===== src/rtl/id_issue_queue.sv =====
// id_issue_queue: DEPTH-entry decode-to-execute FIFO that replaces the ID/EXE
// pipeline register. Each micro-op carries NUM_SRC operands. Those operands
// capture writeback results at enqueue, and keep snooping them while the entry
// waits in the queue.
// Optional macro IDQ_WB_BYPASS_EN: when it is defined, the head operands also
// merge the current-cycle writeback combinationally. When it is undefined, the
// head operands come straight from storage.
module id_issue_queue #(
   parameter int UOP_W   = 128,
   parameter int DEPTH   = 4,
   parameter int NUM_SRC = 3,
   parameter int NUM_WB  = 2,
   parameter int IDX_W   = 6
) (
   input  logic                       clk_i,
   input  logic                       rst_i,
   input  logic                       flush_i,
   input  logic                       dec_valid_i,
   output logic                       dec_ready_o,
   input  logic [UOP_W-1:0]           dec_uop_i,
   input  logic [NUM_SRC*IDX_W-1:0]   dec_src_idx_i,
   input  logic [NUM_SRC-1:0]         dec_src_used_i,
   input  logic [NUM_SRC*32-1:0]      dec_src_data_i,
   input  logic [NUM_WB-1:0]          wb_en_i,
   input  logic [NUM_WB*IDX_W-1:0]    wb_idx_i,
   input  logic [NUM_WB*32-1:0]       wb_data_i,
   output logic                       exe_valid_o,
   input  logic                       exe_ready_i,
   output logic [UOP_W-1:0]           exe_uop_o,
   output logic [NUM_SRC*32-1:0]      exe_src_data_o,
   output logic [$clog2(DEPTH):0]     count_o
);

   localparam int PTR_W = $clog2(DEPTH);
   localparam int CNT_W = PTR_W + 1;

   logic [UOP_W-1:0]                r_uop  [DEPTH];
   logic [NUM_SRC-1:0][31:0]        r_data [DEPTH];
   logic [NUM_SRC-1:0][IDX_W-1:0]   r_idx  [DEPTH];
   logic [NUM_SRC-1:0]              r_used [DEPTH];
   logic [PTR_W-1:0]                r_wr_ptr;
   logic [PTR_W-1:0]                r_rd_ptr;
   logic [CNT_W-1:0]                r_count;

   logic                            w_enq;
   logic                            w_deq;
   logic [NUM_SRC-1:0][31:0]        w_enq_data;
   logic [NUM_SRC-1:0][31:0]        w_snp_data [DEPTH];
   logic [NUM_SRC-1:0]              w_snp_hit  [DEPTH];
   logic [DEPTH-1:0]                w_valid;

   // Writeback pick for one tag. Bit 32 flags a hit. On a hit, the data from
   // the highest-index matching port wins. Tag 0 (GPR x0) never matches.
   function automatic logic [32:0] f_wb_pick(
      input logic [IDX_W-1:0]        tag,
      input logic [31:0]             old,
      input logic [NUM_WB-1:0]       en,
      input logic [NUM_WB*IDX_W-1:0] idx,
      input logic [NUM_WB*32-1:0]    data
   );
      logic [32:0] v_res;
      v_res = {1'b0, old};
      for (int p = 0; p < NUM_WB; p++) begin
         if (en[p] && (idx[p*IDX_W +: IDX_W] == tag) && (tag != '0)) begin
            v_res = {1'b1, data[p*32 +: 32]};
         end
      end
      return v_res;
   endfunction

   assign dec_ready_o = !rst_i && !flush_i && (r_count < CNT_W'(DEPTH));
   assign exe_valid_o = (r_count != '0);
   assign w_enq       = dec_valid_i && dec_ready_o;
   assign w_deq       = exe_valid_o && exe_ready_i;
   assign exe_uop_o   = r_uop[r_rd_ptr];
   assign count_o     = r_count;

   // Operand capture for the incoming micro-op (regfile data, or forwarded writeback)
   always_comb begin
      logic [32:0] v_pick;
      w_enq_data = '0;
      for (int s = 0; s < NUM_SRC; s++) begin
         v_pick = f_wb_pick(dec_src_idx_i[s*IDX_W +: IDX_W], dec_src_data_i[s*32 +: 32],
                            wb_en_i, wb_idx_i, wb_data_i);
         w_enq_data[s] = dec_src_used_i[s] ? v_pick[31:0] : dec_src_data_i[s*32 +: 32];
      end
   end

   // Per-entry snoop: live entries compare their used operands against all writeback ports
   always_comb begin
      logic [PTR_W-1:0] v_off;
      logic [32:0]      v_pick;
      w_valid = '0;
      for (int e = 0; e < DEPTH; e++) begin
         v_off         = PTR_W'(e) - r_rd_ptr;
         w_valid[e]    = ({1'b0, v_off} < r_count);
         w_snp_hit[e]  = '0;
         w_snp_data[e] = '0;
         for (int s = 0; s < NUM_SRC; s++) begin
            v_pick = f_wb_pick(r_idx[e][s], r_data[e][s], wb_en_i, wb_idx_i, wb_data_i);
            w_snp_hit[e][s]  = w_valid[e] && r_used[e][s] && v_pick[32];
            w_snp_data[e][s] = v_pick[31:0];
         end
      end
   end

`ifdef IDQ_WB_BYPASS_EN
   // Head operands merged with this cycle's writeback so EXE sees it without a bubble
   always_comb begin
      logic [32:0] v_pick;
      exe_src_data_o = '0;
      for (int s = 0; s < NUM_SRC; s++) begin
         v_pick = f_wb_pick(r_idx[r_rd_ptr][s], r_data[r_rd_ptr][s], wb_en_i, wb_idx_i, wb_data_i);
         exe_src_data_o[s*32 +: 32] = r_used[r_rd_ptr][s] ? v_pick[31:0] : r_data[r_rd_ptr][s];
      end
   end
`else
   assign exe_src_data_o = r_data[r_rd_ptr];
`endif

   // Queue state: reset clears storage, flush only empties, otherwise snoop/enqueue/dequeue
   always_ff @(posedge clk_i) begin
      if (rst_i) begin
         r_wr_ptr <= '0;
         r_rd_ptr <= '0;
         r_count  <= '0;
         for (int e = 0; e < DEPTH; e++) begin
            r_uop[e]  <= '0;
            r_data[e] <= '0;
            r_idx[e]  <= '0;
            r_used[e] <= '0;
         end
      end else if (flush_i) begin
         r_wr_ptr <= '0;
         r_rd_ptr <= '0;
         r_count  <= '0;
      end else begin
         for (int e = 0; e < DEPTH; e++) begin
            for (int s = 0; s < NUM_SRC; s++) begin
               if (w_snp_hit[e][s]) begin
                  r_data[e][s] <= w_snp_data[e][s];
               end
            end
         end
         // The write slot is never live, so it cannot collide with a snoop update
         if (w_enq) begin
            r_uop[r_wr_ptr]  <= dec_uop_i;
            r_data[r_wr_ptr] <= w_enq_data;
            r_idx[r_wr_ptr]  <= dec_src_idx_i;
            r_used[r_wr_ptr] <= dec_src_used_i;
            r_wr_ptr         <= r_wr_ptr + 1'b1;
         end
         if (w_deq) begin
            r_rd_ptr <= r_rd_ptr + 1'b1;
         end
         case ({w_enq, w_deq})
            2'b10:   r_count <= r_count + 1'b1;
            2'b01:   r_count <= r_count - 1'b1;
            default: r_count <= r_count;
         endcase
      end
   end

endmodule


===== config.mk =====
export PLATFORM = sky130hd
export DESIGN_NAME = id_issue_queue
export DESIGN_NICKNAME = d
export VERILOG_FILES = /design/src/rtl/id_issue_queue.sv
export SDC_FILE = /design/constraint.sdc
export NUM_CORES = 2
export LEC_CHECK = 0
export CAP_MARGIN = 20
export CORE_AREA = 2 2 292 294
export CTS_BUF_LIST = sky130_fd_sc_hd__clkbuf_16
export DETAILED_ROUTE_END_ITERATION = 7
export DIE_AREA = 0 0 294 296
export GPL_TIMING_DRIVEN = 0
export HOLD_SLACK_MARGIN = 0.06
export PLACE_DENSITY = 0.83
export SYNTH_ARGS = -nofsm -noshare
export SYNTH_HDL_FRONTEND = slang
export SYNTH_SLANG_ARGS = --single-unit

===== constraint.sdc =====
create_clock -name clk_i -period 29 [get_ports clk_i]
set_input_delay 4.35 -clock clk_i [delete_from_list [all_inputs] [get_ports clk_i]]
set_output_delay 4.35 -clock clk_i [all_outputs]
set_load 0.01 [all_outputs]

==> reports/summary.txt <==
Worst Setup End Kind: primary output
# setup viols final: 0
Fin. max-slew vios: 0
Post-CTS Resized: 0
Largest net degree at the start of global routing: 59
Final Non-Filler Cells: 5,455
Root Buffer: clkbuf_16
RSZ-0062 raised after global routing: false
First-pass GRT wire length: 250,000 um
Seq/Total Area, Yosys: 0.574
Cell Chain, Critical Path: clkdlybuf4s50_1 > or2_1 > buf_2 > nor2_1 > clkdlybuf4s50_1
Total Power: 3.33 mW
Final Hold Fails: 0
WL per Instance: 32.1 um
Syn Nets: 3,926
DRT iter0 DRCs: 5,488
PwrDens: 53.2 nW/um^2
Asr flop ratio synth: 0
Gr usage total: 0.399
Sum Neg Setup Slack: 0 ns
Yosys Warn Count: 0
Most used cell, CP: clkdlybuf4s50_1
CTS tree: yes
Hold buffers post-CTS: 0
DRT Pass-1 Iters: 8
Hold Path Stages: 2
Critical setup path kind: primary input to primary output
Synth Instances: 3,588
Leak: 20.9 nW
Vias in the first global route: 37,991
Final nets: 4,610
Routed Antenna Nets: 0
Worst path max stage delay: 0.69 ns
Deepest level of the CTS H-tree: 3
Die Area: 87,000 um^2
Max rail drop VDD: 0.0569 mV
Clock Latency Late Sink: 0.72 ns
Register bit total from synthesis: 989
Main synth FF type: edfxtp_1
Fin util: 0.743
Cell Area, Placed: 59,200 um^2
Syn avg cell area: 14.4 um^2
Worst path top cell family by delay: buffers and inverters
Arr. time, crit path: 6.18 ns
CP bufs+invs: 3
Layout cell share with drive strength beyond 1: 0.150
Die height: 296 um
Status: finished with violations
Initial antenna violation count: 15
Total gr overflow: 0
Yosys cell types: 59
Post-route clock period utilization: 0.363
Violated checks: design-rule violations
Crit. path cell count: 5
IO Port Bufs: 544
Synthesized cell area: 51,500 um^2
Vias per cell: 6.91
# rows: 107
I/O pin count: 557
Worst Hold Class: register to register
Core area: 84,200 um^2
Final Wtd Congestion: 0.983
Clock Path Buffers: 3
Postcts setup bufs: 0
CTS Buf Count: 101
Initial Util: 0.612
# Max-Cap Violations: 0
CP max stage cell: clkdlybuf4s50_1
CP Launch Type: primary input
Synth-to-layout area growth: 21.4%
Routed WL: 175,000 um
Least-Margin Pin Slew: 1.19 ns
Crit path time final: 10.53 ns
Chip width: 294 um
Slew Limit Headroom: 0.204
Most frequent cells in the layout: edfxtp_1 (980), and2_1 (606), clkdlybuf4s50_1 (544), o22ai_1 (383), mux2i_1 (376)
DP Cell Count: 5,255
Post-synth EDFFs: 980
Commonest non-fill, non-tap cell in the layout: edfxtp_1
Reg clk slew, reported paths: 0.06 ns
Vias post-DR: 37,688
R2R cell count: 9
# DRC: 1
Clock skew: 0.0454 ns
Clock tree sinks: 989
Final instance area: 62,600 um^2
Peak Freq: 94.9 MHz
Critical Path RT: 24.65 ns
DP HPWL: 120,000 um
Largest fanout on the critical path: 10
## layer usage
layer,vias to the layer above,share of wire,global-route usage,routed length (um)
met5,-,0.0010,0.0139,180
met4,16,0.076,0.250,13300
met3,804,0.14,0.136,24700
met2,3162,0.46,0.629,80100
met1,18232,0.32,0.473,56600
li1,15474,-,-,-
## worst min-delay path, cell delays in order, from the launching register on
cell	delay (ns)
dfxtp_1	0.35
a21oi_1	0.14
nor2_1	0.05
## sequential cells by signal (all words and copies together) (netlist names), named ones only
name      cells
r_idx        72
r_rd_ptr      2
r_used       12
r_uop       512
r_data      384
count_o       3
r_wr_ptr      2
## per-stage QoR
| stage | hold WS (ns) | worst slack (ns) |
|---|---|---|
| 2_1_floorplan | 0.547 | 16.27 |
| 5_1_grt | 0.653 | 18.39 |
| 3_3_place_gp | 0.558 | 10.70 |
| 4_1_cts | 0.566 | 18.47 |
| 6_report | 0.577 | 18.47 |
| 3_5_place_dp | 0.546 | 18.51 |
## kinds of logic after synthesis
| family | Yosys count | share of synthesized area |
|---|---|---|
| DFF | 989 | 0.574 |
| and+or+nand+nor | 902 | 0.111 |
| muxes | 600 | 0.171 |
| AOI/OAI and AO/OA | 524 | 0.0763 |
| buffers and inverters | 377 | 0.0331 |
| xor gates and xnor gates | 186 | 0.0316 |
| adders and majority gates | 10 | 0.00257 |
## final cells by class
cell class | instances | area (um^2)
Sequential cell | 989 | 29600
Tap cell | 1090 | 1360
Clock inverter | 81 | 763
Buffer | 365 | 1660
Timing Repair Buffer | 581 | 6230
Inverter | 12 | 45.0
Clock buffer | 101 | 2530
Fill cell | 5171 | 21600
Antenna cell | 14 | 35.0
Multi-Input combinational cell | 2222 | 20300
## where the power goes
group | total, mW | internal, mW | switching [mW]
Clock | 1.31 | 0.734 | 0.578
Combinational | 0.357 | 0.162 | 0.195
Sequential | 1.66 | 1.63 | 0.0229
## Yosys cell counts, types with 10 or more instances
cell type | number | area (um^2)
o221ai_2 | 62 | 931
nand3b_1 | 98 | 736
buf_1 | 15 | 56.3
o22ai_1 | 383 | 2400
nand2_1 | 34 | 128
xor2_1 | 73 | 639
xnor2_1 | 113 | 990
nor2_1 | 27 | 101
nor3_2 | 10 | 100
and2_1 | 606 | 3790
mux4_2 | 224 | 5040
or4_1 | 10 | 75.1
nor3_1 | 13 | 65.1
o221ai_1 | 34 | 298
buf_2 | 120 | 601
o21ai_0 | 10 | 50.1
inv_1 | 11 | 41.3
a21oi_1 | 14 | 70.1
buf_6 | 14 | 158
nand3_1 | 23 | 115
mux2i_1 | 376 | 3760
nand4_1 | 23 | 144
nor4_1 | 23 | 144
clkbuf_1 | 206 | 773
edfxtp_1 | 980 | 29400
## path summary, 6_finish.rpt
path / to / slack [ns] / start
worst max-delay path: dec_ready_o / 18.47 / flush_i
worst min-delay path: count_o[1]$_SDFFE_PP0P_ / 0.58 / count_o[1]$_SDFFE_PP0P_
worst max register to register: r_uop[0][22]$_SDFFCE_PN0P_ / 25.10 / count_o[2]$_SDFFE_PP0P_
worst min register to register: count_o[1]$_SDFFE_PP0P_ / 0.58 / count_o[1]$_SDFFE_PP0P_
Power figures use the tool's default switching activity.
